File: config.mk
export PLATFORM = sky130hd
export DESIGN_NAME = mmul_res_unload_flat
export DESIGN_NICKNAME = d
export VERILOG_FILES = /design/src/rtl/mmul_res_unload_if.sv /design/src/rtl/mmul_res_unload.sv /design/src/flat_wrapper.sv
export SDC_FILE = /design/constraint.sdc
export NUM_CORES = 1
export LEC_CHECK = 0
export CAP_MARGIN = 20
export CORE_MARGIN = 5
export CORE_UTILIZATION = 48
export DETAILED_ROUTE_END_ITERATION = 8
export PLACE_DENSITY = 0.8
export SETUP_SLACK_MARGIN = 0.5
export SYNTH_ARGS = -nofsm -noshare
export SYNTH_HDL_FRONTEND = slang
export SYNTH_SLANG_ARGS = --single-unit
File: constraint.sdc
create_clock -name clk -period 2.1 [get_ports clk]
set_input_delay 0.525 -clock clk [delete_from_list [all_inputs] [get_ports clk]]
set_output_delay 0.525 -clock clk [all_outputs]
set_load 0.1 [all_outputs]
File: src/rtl/mmul_res_unload_if.sv
// Word-stream port of the result unloader: one 16-bit word per valid/ready handshake.
interface mmul_res_unload_if;
  logic [15:0] dout;
  logic        dout_valid;
  logic        dout_ready;

  modport master (output dout, output dout_valid, input dout_ready);
  modport slave  (input dout, input dout_valid, output dout_ready);
endinterface

File: src/rtl/mmul_res_unload.sv
// Montgomery multiplier result unloader: captures 256 bits (parallel or LSB-first serial)
// and streams them out as sixteen 16-bit words, least-significant word first.
module mmul_res_unload (
  input  logic                 clk,
  input  logic                 rst_n,
  input  logic                 clr,
  input  logic                 load,
  input  logic [255:0]         din,
  input  logic                 ser_start,
  input  logic                 sh_en,
  input  logic                 sin,
  mmul_res_unload_if.master    out_if,
  output logic                 busy,
  output logic                 done
);

  typedef enum logic [1:0] {IDLE, CAPTURE, SEND} state_t;

  state_t       state_reg, state_next;
  logic [255:0] data_reg, data_next;
  logic [7:0]   bcnt_reg, bcnt_next;
  logic [3:0]   wcnt_reg, wcnt_next;
  logic         done_reg, done_next;

  always_ff @(posedge clk or negedge rst_n) begin
    if (!rst_n) begin
      state_reg <= IDLE;
      data_reg  <= '0;
      bcnt_reg  <= '0;
      wcnt_reg  <= '0;
      done_reg  <= 1'b0;
    end else begin
      state_reg <= state_next;
      data_reg  <= data_next;
      bcnt_reg  <= bcnt_next;
      wcnt_reg  <= wcnt_next;
      done_reg  <= done_next;
    end
  end

  always_comb begin
    state_next = state_reg;
    data_next  = data_reg;
    bcnt_next  = bcnt_reg;
    wcnt_next  = wcnt_reg;
    done_next  = 1'b0;
    if (clr) begin
      state_next = IDLE;
      data_next  = '0;
      bcnt_next  = '0;
      wcnt_next  = '0;
    end else begin
      unique case (state_reg)
        IDLE: begin
          // Parallel load takes precedence over starting a serial capture.
          if (load) begin
            data_next  = din;
            wcnt_next  = '0;
            state_next = SEND;
          end else if (ser_start) begin
            bcnt_next  = '0;
            state_next = CAPTURE;
          end
        end
        CAPTURE: begin
          if (sh_en) begin
            data_next = {sin, data_reg[255:1]};
            bcnt_next = bcnt_reg + 8'd1;
            if (bcnt_reg == 8'd255) begin
              wcnt_next  = '0;
              state_next = SEND;
            end
          end
        end
        SEND: begin
          if (out_if.dout_ready) begin
            data_next = {16'h0000, data_reg[255:16]};
            wcnt_next = wcnt_reg + 4'd1;
            if (wcnt_reg == 4'd15) begin
              state_next = IDLE;
              done_next  = 1'b1;
            end
          end
        end
        default: state_next = IDLE;
      endcase
    end
  end

  // All outputs come straight from registers; dout_ready only affects the next state.
  assign out_if.dout       = data_reg[15:0];
  assign out_if.dout_valid = (state_reg == SEND);
  assign busy              = (state_reg != IDLE);
  assign done              = done_reg;

endmodule

File: src/flat_wrapper.sv
// flat-port wrapper written by rule: the top's interface ports become plain ports
module mmul_res_unload_flat 
  (clk, rst_n, clr, load, din, ser_start, sh_en, sin, busy, done, out_if_dout, out_if_dout_valid, out_if_dout_ready);
  mmul_res_unload_if out_if_i ();
  input  logic clk;
  input  logic rst_n;
  input  logic clr;
  input  logic load;
  input  logic [255:0] din;
  input  logic ser_start;
  input  logic sh_en;
  input  logic sin;
  output logic busy;
  output logic done;
  output wire logic [$bits(out_if_i.dout)-1:0] out_if_dout;
  output wire logic [$bits(out_if_i.dout_valid)-1:0] out_if_dout_valid;
  input wire logic [$bits(out_if_i.dout_ready)-1:0] out_if_dout_ready;
  assign out_if_dout = out_if_i.dout;
  assign out_if_dout_valid = out_if_i.dout_valid;
  assign out_if_i.dout_ready = out_if_dout_ready;
  mmul_res_unload u_core (.clk(clk), .rst_n(rst_n), .clr(clr), .load(load), .din(din), .ser_start(ser_start), .sh_en(sh_en), .sin(sin), .out_if(out_if_i), .busy(busy), .done(done));
endmodule
==> flow_summary_export.csv, run 1 <==
group,metric,value,unit
run_status,status,"finished with violations",
run_status,violations,"negative setup slack",
clock_tree,ctsLongestPathBuffers,3,
power,power_frac_seq,29.3,%
sta,hold_viol_final,0,
final_layout,mostFrequentLayoutCells,"467 x nand2_1, 270 x dfrtp_1, 261 x clkdlybuf4s50_1, 239 x o21ai_0, 234 x a22oi_1",
final_layout,design_area,21800,µm²
power,p_switching,0.0162,W
grt,grt_pass1_vias,14500,
final_layout,largest_reg_flops,256,
sta,worstMarginPinSlew,0.687,ns
sta,min_period_over_period,102,%
final_layout,antenna_cells,0,
final_layout,multi_input_area,8200,µm²
sta,setup_ws,-0.0456,ns
critical_path,crit_path_max_fanout,7,
floorplanning,core_area,31400,µm²
synthesis,syn_area,15200,µm²
floorplanning,die_y,188,µm
power,leakagePower,8.73,nW
clock_tree,cts.clk_slew.worst_paths,0.06,ns
min_path,hold_class,"in -> reg",
grt,grt_pass1_wl,79400,µm
sta,setup_viol,22,
drt,drt-vias-per-instance,6.57,
critical_path,critical_path_required,2.55,ns
power,combPwrFrac,55.4,%
power,pwr-share-clk,15.3,%
synthesis,synth_cells,1833,
grt,grt_max_degree,153,
floorplanning,die_area,35300,µm²
grt,antenna_found_initial,0,
critical_path,endpoint_kind,"register",
placed_design,io_buffers,282,
sta,skew,0.00751,ns
clock_tree,cts_buffers,30,
power,power.total,0.0348,W
sta,hold_slack,0.308,ns
job,cap_violations,0,
drt,wirelength,58000,µm
final_layout,seqCellArea,6780,µm²
clock_tree,cts_tree,"built",
sta,post-route-min-period,2.15,ns
sta,report.final.slew_viol_count,0,
clock_tree,clock_latency,0.55,ns
final_layout,nFillCells,2180,
placed_design,place_area,18700,µm²
drt,drc_errors,0,
critical_path,arrival,2.59,ns
synthesis,yosysSeqAreaShare,44.6,%
clock_tree,cts_max_level,1,
placed_design,place_ws,-0.142,ns
sta,max_clock_freq,466,MHz
drt,drt_iter0_drc,2152,
floorplanning,die_x,188,µm
sta,relSlewSlack,54.2,%
floorplanning,initial_utilization,48.4,%
synthesis,ys_types,31,
synthesis,postSynthAreaPerCell,8.29,µm²
final_layout,final_nets,2345,
sta,rsz0062_at_grt,"true",
synthesis,ys_warn_count,0,
synthesis,ys_top_cells_by_area,"dfrtp_1 45%, o31ai_1 13%, nand2_1 12%, a22oi_1 12%, o21ai_0 8.2%",
final_layout,drive_gt1_share,14.8,%
clock_tree,clock-sinks,271,
grt,track_usage,26.9,%
placed_design,detailed_place_hpwl,32600,µm
clock_tree,root_buffer,"clkbuf_16",
drt,dr.pass1.iters,6,
power,netSwitchingFraction,46.5,%
synthesis,synth_nets,2103,
drt,routedWlPerCell,23.2,µm
power,p_int,0.0186,W
drt,via_count,16400,
grt,grt_overflow_total,0,
final_layout,syn2layout_area_growth,43.2,%
drt,drtAntennaViolNets,0,
power,cellPowerDensity,1600,nW/µm²
placed_design,place.gp.congestion,0.889,
synthesis,netlist.area_leader.share,44.6,%
synthesis,ys_ff_latch,271,
floorplanning,num_io_pins,283,
critical_path,worstSetupPathType,"reg -> reg",
critical_path,startpoint_type,"register",
power,vdd_drop_max,0.962,mV
synthesis,synth_top_cell_by_area,"dfrtp_1",
floorplanning,rows,65,
final_layout,mostFrequentLayoutCell,"nand2_1",
critical path: stages (launching register included):
cell and delay (ns):
dfrtp_2 0.43, inv_4 0.07, ha_4 0.16, or3_4 0.39, a41oi_4 0.19, buf_12 0.18, buf_12 0.16, buf_4 0.14
clkbuf_16 0.15, nand2_1 0.08, o31ai_1 0.09
synthesized netlist by cell type:
cell       instances
nand2_1          502
dfrtp_1          271
o31ai_1          261
o21ai_0          250
a22oi_1          240
clkbuf_1         137
buf_2             55
a21oi_1           21
nor2b_1           17
buf_4             16
nor2_1             9
nand2b_1           7
nand3_1            7
ha_1               6
buf_1              5
inv_1              5
a21o_1             3
a31oi_1            3
and3_1             3
nor3_1             2
or2_2              2
xor2_1             2
a41oi_2            1
and2_1             1
and4_1             1
mux2i_1            1
nor4b_1            1
o2111ai_1          1
or2_1              1
or3_1              1
or4_1              1
stage by stage:
step | TNS (ns) | util [%] | std cells
after floorplan | -0.0480 | - | 1833
final | -0.155 | 69.3 | 2501
after CTS | 0 | 63.5 | 2450
after detailed placement | -23.11 | 59.5 | 2382
after global placement | -13.86 | 59.5 | 2382
after global routing | -2.09 | 69.3 | 2501
kinds of logic (layout without fill, tap and decap cells):
family | after synthesis | count (layout) | share of synthesized area [%]
adder cells (fa/ha/maj) | 6 | 6 | 0.494
flip-flops | 271 | 271 | 44.6
XOR/XNOR | 2 | 2 | 0.115
AND/OR/NAND/NOR | 555 | 555 | 14.4
buffers and inverters | 218 | 484 | 6.23
multiplexers | 1 | 1 | 0.0658
AO/OA/AOI/OAI | 780 | 780 | 34.1
area by class of cell:
cell class                 instances  area share, %
multi-input combinational       1344           37.7
sequential                       271           31.2
timing repair buffer             423           24.2
clock buffer                      47           4.25
tap                              402           2.31
clock inverter                     9          0.322
inverter                           5          0.109
routing by layer:
layer	vias to the layer above	global-route usage, %	share of wire, %
met3	165	5.34	11
met4	0	6.80	4.0
met2	1172	41.2	46
met1	7908	39.3	40
li1	7195	-	-
met5	-	0	0
final timing paths:
| check | depth (start not counted) | slack, ns | end | start |
|---|---|---|---|---|
| min in group asynchronous | 2 | 0.50 | u_core.data_reg[244]$_DFFE_PN0P_ | rst_n |
| max | 10 | -0.05 | u_core.data_reg[172]$_DFFE_PN0P_ | u_core.state_reg[0]$_DFFE_PN0P_ |
| max in group asynchronous | 3 | 0.88 | u_core.data_reg[77]$_DFFE_PN0P_ | rst_n |
| min reg2reg | 2 | 0.49 | u_core.data_reg[0]$_DFFE_PN0P_ | u_core.data_reg[0]$_DFFE_PN0P_ |
| max reg2reg | 10 | -0.05 | u_core.data_reg[172]$_DFFE_PN0P_ | u_core.state_reg[0]$_DFFE_PN0P_ |
| min | 2 | 0.31 | u_core.data_reg[176]$_DFFE_PN0P_ | clr |
power groups by stage:
stage | registers (W) | logic (W) | clock network (W)
2_1_floorplan | 0.00892 | 0.0109 | 0
3_3_place_gp | 0.00979 | 0.0143 | 0
3_5_place_dp | 0.00988 | 0.0147 | 0
4_1_cts | 0.00983 | 0.0155 | 0.00536
5_1_grt | 0.0103 | 0.0207 | 0.00561
6_report | 0.0102 | 0.0193 | 0.00534
timing repair:
item | 4_1_cts | 5_1_grt
setup endpoints to repair | 290 | 290
gates cloned | 6 | 35
hold buffers | 1 | 0
buffers inserted | 5 | 16
pin swaps | 1 | 31
hold endpoints to repair | 54 | 0
resized for setup | 8 | 196
Note: power is estimated with default switching activity, not from simulation.
==> inputs of run 2 (changes only) <==
CTS_CLUSTER_DIAMETER = 80   (was unset)
PLACE_DENSITY = 0.77   (was 0.8)
==> flow_summary_export.csv, run 2 (synthesis gave the netlist of run 1 again) <==
group,metric,value,unit
grt,antenna_found_initial,3,
final_layout,nFillCells,1976,
floorplanning,die_x,188,µm
grt,grt_max_degree,132,
sta,setup_viol,171,
final_layout,largest_reg_flops,256,
sta,setup_ws,-0.103,ns
power,leakagePower,9.51,nW
floorplanning,initial_utilization,48.4,%
clock_tree,root_buffer,"clkbuf_16",
clock_tree,clock-sinks,271,
critical_path,crit_path_max_fanout,8,
clock_tree,cts.clk_slew.worst_paths,0.07,ns
min_path,hold_class,"in -> reg",
sta,hold_viol_final,0,
final_layout,multi_input_area,8790,µm²
placed_design,place.gp.congestion,0.862,
final_layout,design_area,23400,µm²
clock_tree,cts_max_level,1,
run_status,violations,"negative setup slack",
min_path,min_from,"clr",
clock_tree,cts_tree,"built",
grt,track_usage,30.1,%
power,vdd_drop_max,0.970,mV
clock_tree,ctsLongestPathBuffers,3,
final_layout,drive_gt1_share,20.7,%
sta,post-route-min-period,2.20,ns
drt,routedWlPerCell,24.0,µm
sta,relSlewSlack,29.0,%
clock_tree,clock_latency,0.57,ns
drt,drt-vias-per-instance,6.62,
grt,grt_pass1_wl,87600,µm
critical_path,crit_start,"u_core.state_reg[1]$_DFFE_PN0P_",
drt,wirelength,61200,µm
floorplanning,rows,65,
final_layout,syn2layout_area_growth,54.2,%
critical_path,startpoint_type,"register",
grt,grt_pass1_vias,15800,
sta,rsz0062_at_grt,"true",
floorplanning,num_io_pins,283,
final_layout,postLayoutCoreUtil,74.7,%
placed_design,detailed_place_hpwl,31900,µm
grt,grt_overflow_total,0,
critical_path,r2r-start,"u_core.state_reg[1]$_DFFE_PN0P_",
floorplanning,die_area,35300,µm²
final_layout,seqCellArea,6780,µm²
placed_design,place_ws,-0.234,ns
run_status,status,"finished with violations",
sta,max_clock_freq,454,MHz
final_layout,mostFrequentLayoutCells,"419 x nand2_1, 271 x dfrtp_1, 261 x clkdlybuf4s50_1, 248 x o21ai_0, 240 x a22oi_1",
floorplanning,core_area,31400,µm²
drt,via_count,16900,
critical_path,arrival,2.64,ns
critical_path,worstSetupPathType,"reg -> reg",
critical_path,endpoint_kind,"register",
final_layout,final_nets,2389,
clock_tree,cts_buffers,31,
placed_design,place_area,18600,µm²
placed_design,io_buffers,282,
power,cellPowerDensity,1640,nW/µm²
sta,report.final.slew_viol_count,0,
drt,dr.pass1.iters,6,
final_layout,mostFrequentLayoutCell,"nand2_1",
sta,worstMarginPinSlew,1.06,ns
sta,skew,0.0160,ns
floorplanning,die_y,188,µm
drt,drtAntennaViolNets,0,
sta,hold_slack,0.374,ns
drt,drt_iter0_drc,2689,
critical_path,critical_path_required,2.54,ns
sta,min_period_over_period,105,%
drt,drc_errors,0,
job,cap_violations,0,
-- run 2: cell types whose count changed in the layout (fill, tap and decap cells not counted), moves of 14 or more --
cell	before	now
o31ai_4	20	40
buf_16	15	48
o31ai_1	230	171
nand2_2	13	47
nand2_1	467	419
o31ai_2	11	50
nand2_4	22	36
-- run 2: timing repair --
item / 4_1_cts / 5_1_grt
hold buffers: 1 / 0
buffers inserted: 32 / 16
hold endpoints to repair: 29 / 0
resized for setup: 183 / 176
endpoints found under the setup margin: 288 / 289
pin swaps: 38 / 35
gates cloned: 35 / 31
-- run 2: layout make-up --
cell class	count	share of cell area, %
Clock inverter	9	0.438
Inverter	5	0.0907
Tap cell	402	2.15
Timing Repair Buffer	466	27.1
Clock buffer	47	3.82
Multi-Input combinational cell	1344	37.5
Sequential cell	271	28.9
Antenna cell	1	0.0107
-- run 2: where the power goes --
group          internal (W)  leakage, nW  switching [W]
clock network       0.00317        0.494        0.00227
registers           0.00753         3.55        0.00288
logic                0.0101         5.47         0.0125
total                0.0208         9.51         0.0177
-- run 2: per-layer routing --
layer | GRT usage (%) | up-vias | share of wire [%] | wire (µm)
li1 | - | 7280 | - | -
met1 | 42.6 | 8085 | 38 | 23500
met2 | 47.0 | 1265 | 47 | 28700
met3 | 4.90 | 220 | 10 | 6250
met4 | 10.8 | 4 | 4.3 | 2650
met5 | 0 | - | 0.041 | 25
-- run 2: final timing paths --
kind | endpoint | slack (ns) | cells after the start
max | u_core.data_reg[216]$_DFFE_PN0P_ | -0.10 | 11
min | u_core.bcnt_reg[5]$_DFFE_PN0P_ | 0.37 | 3
max reg2reg | u_core.data_reg[216]$_DFFE_PN0P_ | -0.10 | 11
min reg2reg | u_core.data_reg[245]$_DFFE_PN0P_ | 0.51 | 2
max in group asynchronous | u_core.data_reg[82]$_DFFE_PN0P_ | 0.95 | 3
min in group asynchronous | u_core.data_reg[10]$_DFFE_PN0P_ | 0.44 | 2
-- run 2: worst max-delay path: stages (launching register included) --
cell	delay, ns
dfrtp_1	0.40
buf_6	0.13
ha_4	0.17
buf_4	0.17
nand2b_4	0.09
a41oi_4	0.10
buf_12	0.17
buf_16	0.15
buf_12	0.14
buf_12	0.12
buf_16	0.13
o31ai_1	0.31
-- run 2: stage by stage --
stage,total power (W),setup TNS [ns],cells
floorplan,0.0198,-0.0480,1833
global placement,0.0240,-35.84,2373
detailed placement,0.0246,-44.49,2373
CTS,0.0343,-0.0305,2497
global route,0.0404,-20.07,2545
finish,0.0384,-5.17,2545
